--- src/rtl/arm_calc_pkg.sv ---
// Shared constants and types for the calculator's immediate path.
// The extension unit and the immediate field encoder both use these
// ExtImm encodings, so the two stay in lock-step.
package arm_calc_pkg;

  // ExtImm format codes
  localparam logic [1:0] IMM_BYTE   = 2'b00;  // 8-bit payload, upper bits ones
  localparam logic [1:0] IMM_SEXT24 = 2'b01;  // 24-bit sign extension
  localparam logic [1:0] IMM_SEXT12 = 2'b10;  // 12-bit sign extension
  localparam logic [1:0] IMM_ZERO   = 2'b11;  // constant zero

  localparam int IMM_FIELD_W = 24;
  localparam int IMM_VALUE_W = 32;

  // Occupancy of the output register plus skid register.
  // EMPTY: nothing buffered; ONE: output register holds a beat;
  // TWO: output register and skid register both hold a beat.
  typedef enum logic [1:0] {
    OCC_EMPTY = 2'b00,
    OCC_ONE   = 2'b01,
    OCC_TWO   = 2'b10
  } occ_state_e;

  // One encoded beat as it travels through the buffer.
  typedef struct packed {
    logic                   fit;
    logic [IMM_FIELD_W-1:0] field;
  } imm_enc_t;

  // Forward extension, shared with the extension unit. Re-extending an
  // encoded field with this function reproduces the value exactly when fit=1.
  function automatic logic [IMM_VALUE_W-1:0] imm_extend(
    input logic [IMM_FIELD_W-1:0] field,
    input logic [1:0]             ext_imm
  );
    logic [IMM_VALUE_W-1:0] result;
    result = '0;
    case (ext_imm)
      IMM_BYTE:   result = {24'hFFFFFF, field[7:0]};
      IMM_SEXT24: result = {{8{field[23]}}, field};
      IMM_SEXT12: result = {{20{field[11]}}, field[11:0]};
      default:    result = '0;
    endcase
    return result;
  endfunction

endpackage

--- src/rtl/imm_fit_check.sv ---
// Combinational packer: (value, ExtImm) -> (24-bit field, fit flag).
// fit says whether the dropped upper bits are exactly what the extension
// unit would regenerate from the field, i.e. whether the round trip is lossless.
module imm_fit_check
  import arm_calc_pkg::*;
(
  input  logic [31:0] i_value,
  input  logic [1:0]  i_ext_imm,
  output logic [23:0] o_field,
  output logic        o_fit
);

  // Upper-bit patterns reused by the sign-extended formats
  logic w_hi9_ones;
  logic w_hi9_zeros;
  logic w_hi21_ones;
  logic w_hi21_zeros;

  assign w_hi9_ones   = &i_value[31:23];
  assign w_hi9_zeros  = ~(|i_value[31:23]);
  assign w_hi21_ones  = &i_value[31:11];
  assign w_hi21_zeros = ~(|i_value[31:11]);

  // Select the field slice and the representability test per format
  always_comb begin
    o_field = '0;
    o_fit   = 1'b0;
    case (i_ext_imm)
      IMM_BYTE: begin
        // Byte format always re-extends with ones above bit 7
        o_field = {16'h0000, i_value[7:0]};
        o_fit   = (i_value[31:8] == 24'hFFFFFF);
      end
      IMM_SEXT24: begin
        o_field = i_value[23:0];
        o_fit   = w_hi9_ones | w_hi9_zeros;
      end
      IMM_SEXT12: begin
        o_field = {12'h000, i_value[11:0]};
        o_fit   = w_hi21_ones | w_hi21_zeros;
      end
      default: begin
        // Zero format carries no payload; only 0 is representable
        o_field = 24'h000000;
        o_fit   = (i_value == 32'h00000000);
      end
    endcase
  end

endmodule

--- src/rtl/imm_field_encoder.sv ---
// Immediate field encoder: packs a 32-bit value into the 24-bit instruction
// immediate field for a given ExtImm format, flags representability, and
// buffers results through a 2-entry (output + skid) valid/ready stage.
// Also keeps saturating beat/error counters and a sticky misfit flag.
//
// Handshake: a beat moves when valid && ready are both high at a rising clk
// edge. valid, once raised, stays high with payload stable until the beat
// moves; ready may toggle freely and is never derived from valid of the same
// interface. Here in_ready depends only on registered occupancy, and
// field/fit are held constant while out_valid && !out_ready.
module imm_field_encoder
  import arm_calc_pkg::*;
#(
  parameter int CNT_W = 16
) (
  input  logic             clk,
  input  logic             reset,
  input  logic             in_valid,
  output logic             in_ready,
  input  logic [31:0]      value,
  input  logic [1:0]       ExtImm,
  output logic             out_valid,
  input  logic             out_ready,
  output logic [23:0]      field,
  output logic             fit,
  input  logic             clr_err,
  output logic             sticky_err,
  output logic [CNT_W-1:0] enc_count,
  output logic [CNT_W-1:0] err_count
);

  localparam logic [CNT_W-1:0] CNT_ONE = {{(CNT_W-1){1'b0}}, 1'b1};
  localparam logic [CNT_W-1:0] CNT_MAX = {CNT_W{1'b1}};

  // Buffer state
  occ_state_e r_state;
  occ_state_e w_state_nxt;
  imm_enc_t   r_out;
  imm_enc_t   r_skid;

  // Statistics
  logic [CNT_W-1:0] r_enc_cnt;
  logic [CNT_W-1:0] r_err_cnt;
  logic             r_sticky;

  // Datapath/handshake wires
  imm_enc_t w_enc;
  logic     w_accept;
  logic     w_deliver;
  logic     w_load_out_in;
  logic     w_load_out_skid;
  logic     w_load_skid;

  imm_fit_check u_fit_check (
    .i_value   (value),
    .i_ext_imm (ExtImm),
    .o_field   (w_enc.field),
    .o_fit     (w_enc.fit)
  );

  // Handshake qualifiers; nothing moves while reset is asserted
  assign w_accept  = in_valid  & in_ready  & ~reset;
  assign w_deliver = out_valid & out_ready & ~reset;

  // Registered-state-only status outputs
  assign out_valid  = (r_state != OCC_EMPTY);
  assign in_ready   = (r_state != OCC_TWO);
  assign field      = r_out.field;
  assign fit        = r_out.fit;
  assign sticky_err = r_sticky;
  assign enc_count  = r_enc_cnt;
  assign err_count  = r_err_cnt;

  // Occupancy state register
  always_ff @(posedge clk) begin
    if (reset) begin
      r_state <= OCC_EMPTY;
    end else begin
      r_state <= w_state_nxt;
    end
  end

  // Next occupancy and which register loads from where (keeps FIFO order:
  // the skid entry is always older than any newly accepted beat)
  always_comb begin
    w_state_nxt     = r_state;
    w_load_out_in   = 1'b0;
    w_load_out_skid = 1'b0;
    w_load_skid     = 1'b0;
    case (r_state)
      OCC_EMPTY: begin
        if (w_accept) begin
          w_state_nxt   = OCC_ONE;
          w_load_out_in = 1'b1;
        end
      end
      OCC_ONE: begin
        if (w_accept && w_deliver) begin
          // Output drains this cycle, new beat replaces it directly
          w_load_out_in = 1'b1;
        end else if (w_accept) begin
          // Output held: park the new beat in the skid register
          w_state_nxt = OCC_TWO;
          w_load_skid = 1'b1;
        end else if (w_deliver) begin
          w_state_nxt = OCC_EMPTY;
        end
      end
      OCC_TWO: begin
        // in_ready is low here, so only a delivery can happen
        if (w_deliver) begin
          w_state_nxt     = OCC_ONE;
          w_load_out_skid = 1'b1;
        end
      end
      default: begin
        w_state_nxt = OCC_EMPTY;
      end
    endcase
  end

  // Output register: holds the head beat, stable unless a load is selected
  always_ff @(posedge clk) begin
    if (reset) begin
      r_out <= '0;
    end else if (w_load_out_in) begin
      r_out <= w_enc;
    end else if (w_load_out_skid) begin
      r_out <= r_skid;
    end
  end

  // Skid register: captures a beat accepted while the output is stalled
  always_ff @(posedge clk) begin
    if (reset) begin
      r_skid <= '0;
    end else if (w_load_skid) begin
      r_skid <= w_enc;
    end
  end

  // Saturating counters of delivered beats and delivered misfits
  always_ff @(posedge clk) begin
    if (reset) begin
      r_enc_cnt <= '0;
      r_err_cnt <= '0;
    end else if (w_deliver) begin
      if (r_enc_cnt != CNT_MAX) begin
        r_enc_cnt <= r_enc_cnt + CNT_ONE;
      end
      if (!r_out.fit && (r_err_cnt != CNT_MAX)) begin
        r_err_cnt <= r_err_cnt + CNT_ONE;
      end
    end
  end

  // Sticky misfit flag; a misfit delivery beats a same-cycle clear
  always_ff @(posedge clk) begin
    if (reset) begin
      r_sticky <= 1'b0;
    end else if (w_deliver && !r_out.fit) begin
      r_sticky <= 1'b1;
    end else if (clr_err) begin
      r_sticky <= 1'b0;
    end
  end

endmodule

--- config.mk ---
export PLATFORM = sky130hd
export DESIGN_NAME = imm_field_encoder
export DESIGN_NICKNAME = d
export VERILOG_FILES = /design/src/rtl/arm_calc_pkg.sv /design/src/rtl/imm_fit_check.sv /design/src/rtl/imm_field_encoder.sv
export SDC_FILE = /design/constraint.sdc
export NUM_CORES = 1
export LEC_CHECK = 0
export ABC_AREA = 1
export CORE_ASPECT_RATIO = 0.7
export CORE_MARGIN = 4
export CORE_UTILIZATION = 44
export DETAILED_ROUTE_END_ITERATION = 10
export PLACE_DENSITY = 0.82
export SLEW_MARGIN = 20
export SYNTH_ARGS = -nofsm -noshare
export SYNTH_HDL_FRONTEND = slang
export SYNTH_SLANG_ARGS = --single-unit
--- constraint.sdc ---
create_clock -name clk -period 5.35 [get_ports clk]
set_clock_uncertainty 0.1 [all_clocks]
set_input_delay 1.07 -clock clk [delete_from_list [all_inputs] [get_ports clk]]
set_output_delay 1.07 -clock clk [all_outputs]
set_load 0.03 [all_outputs]
==> results.sh <==
export IMPL_synth_area_per_cell_um2=6.73
export IMPL_report_final_slew_viol_count=0
export IMPL_path_class="in2reg"
export IMPL_wl_per_cell_um=13.6
export IMPL_vdd_ir_drop_max_uv=192
export IMPL_netlist_area_um2=4210
export IMPL_cts_sinks=85
export IMPL_crit_fanout=45
export IMPL_powerDensity_nw_per_um2=255
export IMPL_grt_max_degree=46
export IMPL_synthSimpleGateAreaFrac_pct=35.8
export IMPL_arrival_ns=3.95
export IMPL_area_delta_synth_final_pct=31.3
export IMPL_ys_types=37
export IMPL_gp_congestion=0.903
export IMPL_cts_tree="yes"
export IMPL_cellLeakagePower_nw=2.13
export IMPL_finalWorstPathRequiredPeriod_ns=3.77
export IMPL_synth_compound_area_share_pct=13.2
export IMPL_grt_overflow=0
export IMPL_floorplan_initialDensity_pct=45.9
export IMPL_rsz0062_at_grt="false"
export IMPL_min_path_type="reg2reg"
export IMPL_drtPass1Iterations=5
export IMPL_drc=0
export IMPL_ys_flop_type="dfxtp_1"
export IMPL_antenna_cells=0
export IMPL_hold_viol=0
export IMPL_ctsHoldBuffers=0
export IMPL_cts_setup_buffers=0
export IMPL_drt_total_wl_mm=11.5
export IMPL_worst_slew_pin_slew_ns=0.976
export IMPL_antenna_found_initial=0
export IMPL_timing_fmax_mhz=265
export IMPL_final_setup_tns_ns=0
export IMPL_path_clk_slew_ns=0.06
export IMPL_htree_levels=3
export IMPL_nNetsFinal=754
export IMPL_netlist_instances=626
export IMPL_dpl_hpwl_mm=8.31
export IMPL_viasPerCell=5.20
export IMPL_seq_area_frac_synth_pct=40.4
export IMPL_ys_warn_count=0
export IMPL_maxSlewHeadroom_pct=34.9
export IMPL_fillers=825
export IMPL_synth_fa_ha_area_share_pct=0.594
export IMPL_vias=4377
export IMPL_critPathLaunchType="input pin"
export IMPL_synth_net_count=667
export IMPL_crit_required_ns=5.53
export IMPL_chipHeight_um=89.8
export IMPL_grt_pass1_wl_mm=19.2
export IMPL_track_usage_pct=20.2
export IMPL_cts_buffers=9
export IMPL_drive_gt1_share_pct=5.57
export IMPL_clock_path_buffers=2
export IMPL_drtIter0Drc=420
export IMPL_boundaryPins=99
export IMPL_setup_viol=0
export IMPL_fin_crit_sh_pct=70.5
export IMPL_dieArea_um2=11200
export IMPL_status="completed"
export IMPL_cts_root_buf="clkbuf_16"
export IMPL_hold_slack_ns=0.368
export IMPL_cts_resized=0
export IMPL_synth_top_family_by_area="simple AND/OR/NAND/NOR gates"
export IMPL_insertion_delay_ns=0.33
export IMPL_synth_edff_count=0
export IMPL_drv_cap=0
export IMPL_final_antenna_net_count=0
export IMPL_die_width_um=125
export IMPL_muxShareOfSynthArea_pct=0
export IMPL_portBuffers=98
export IMPL_ys_seq_elements=85
export IMPL_rows=29
export IMPL_core_area_um2=9180
export IMPL_synth_xor_area_share_pct=1.46
export IMPL_grt_pass1_vias=4161
export IMPL_layout_commonest_cell="nand2_1"
export IMPL_cp_end_kind="flop"
export IMPL_synthArstFlopShare_pct=0
export IMPL_final_cell_mix="nand2_1 (162), nor2_1 (113), clkdlybuf4s50_1 (97)"
## worst paths after layout
kind / cells after the start / from / slack [ns] / to
max: 8 / reset / 1.58 / r_skid[24]
min: 2 / r_skid[13] / 0.37 / r_skid[13]
max reg2reg: 7 / r_state[1] / 3.09 / r_skid[24]
min reg2reg: 2 / r_skid[13] / 0.37 / r_skid[13]
## synth_stat cells, types with 3 or more instances
master | count | share of area (%)
nand2_1 | 162 | 14
nor2_1 | 113 | 10
dfxtp_1 | 85 | 40
inv_1 | 60 | 5.3
o21ai_0 | 36 | 4.3
a21oi_1 | 34 | 4.0
a31oi_1 | 25 | 3.7
nand3_1 | 25 | 3.0
clkbuf_1 | 10 | 0.89
nand4_1 | 10 | 1.5
nor3_1 | 10 | 1.2
buf_2 | 9 | 1.1
xor2_1 | 5 | 1.0
inv_2 | 4 | 0.36
nor2_4 | 4 | 1.1
nand2_2 | 3 | 0.45
nor3_4 | 3 | 1.2
nor4_1 | 3 | 0.45
## routing by layer
layer | share of wire (%) | track usage, % | routed length, µm
met5 | 0 | 0 | 0
met2 | 45 | 32.4 | 5140
met3 | 9.3 | 5.45 | 1070
met1 | 45 | 27.3 | 5170
met4 | 0.70 | 4.87 | 80
## power by group
| group | switching, mW | internal, mW |
|---|---|---|
| clock | 0.240 | 0.371 |
| sequential | 0.00780 | 0.645 |
| combinational | 0.0869 | 0.0573 |
| total | 0.335 | 1.07 |
## final cells by class
type,instances,area (µm²),share of cell area [%]
Sequential cell,85,1700,30.8
Clock inverter,5,50.0,0.906
Inverter,65,244,4.41
Tap cell,124,155,2.81
Timing Repair Buffer,98,976,17.7
Clock buffer,11,243,4.39
Multi-Input combinational cell,454,2160,39.0
## sequential cells by signal, summed over array words and instances (netlist names)
name        cells
enc_count      16
err_count      16
field          24
fit             1
r_skid         25
r_state         2
sticky_err      1
## kinds of logic after synthesis
kind of cell / Yosys count
xor gates and xnor gates: 7
buffers and inverters: 87
adders and majority gates: 2
and+or+nand+nor: 343
AOI/OAI and AO/OA: 102
DFF: 85
## worst max-delay path: stages
cell	delay [ns]
buf_2	0.39
inv_2	0.62
nand3_1	0.32
nor3_4	0.70
inv_2	0.40
a21oi_1	0.21
o21ai_0	0.10
inv_1	0.07
## through the flow
stage	utilization [%]	cell area [µm²]	setup slack, ns	instances	power (mW)
2_1_floorplan	-	4210	2.99	626	0.746
3_3_place_gp	57.0	5230	1.46	826	0.805
3_5_place_dp	57.0	5230	1.24	826	0.809
4_1_cts	60.1	5520	1.59	842	1.42
5_1_grt	60.2	5530	1.28	842	1.46
6_report	60.2	5530	1.58	842	1.41
No activity file was read; power rests on OpenSTA's default activity.
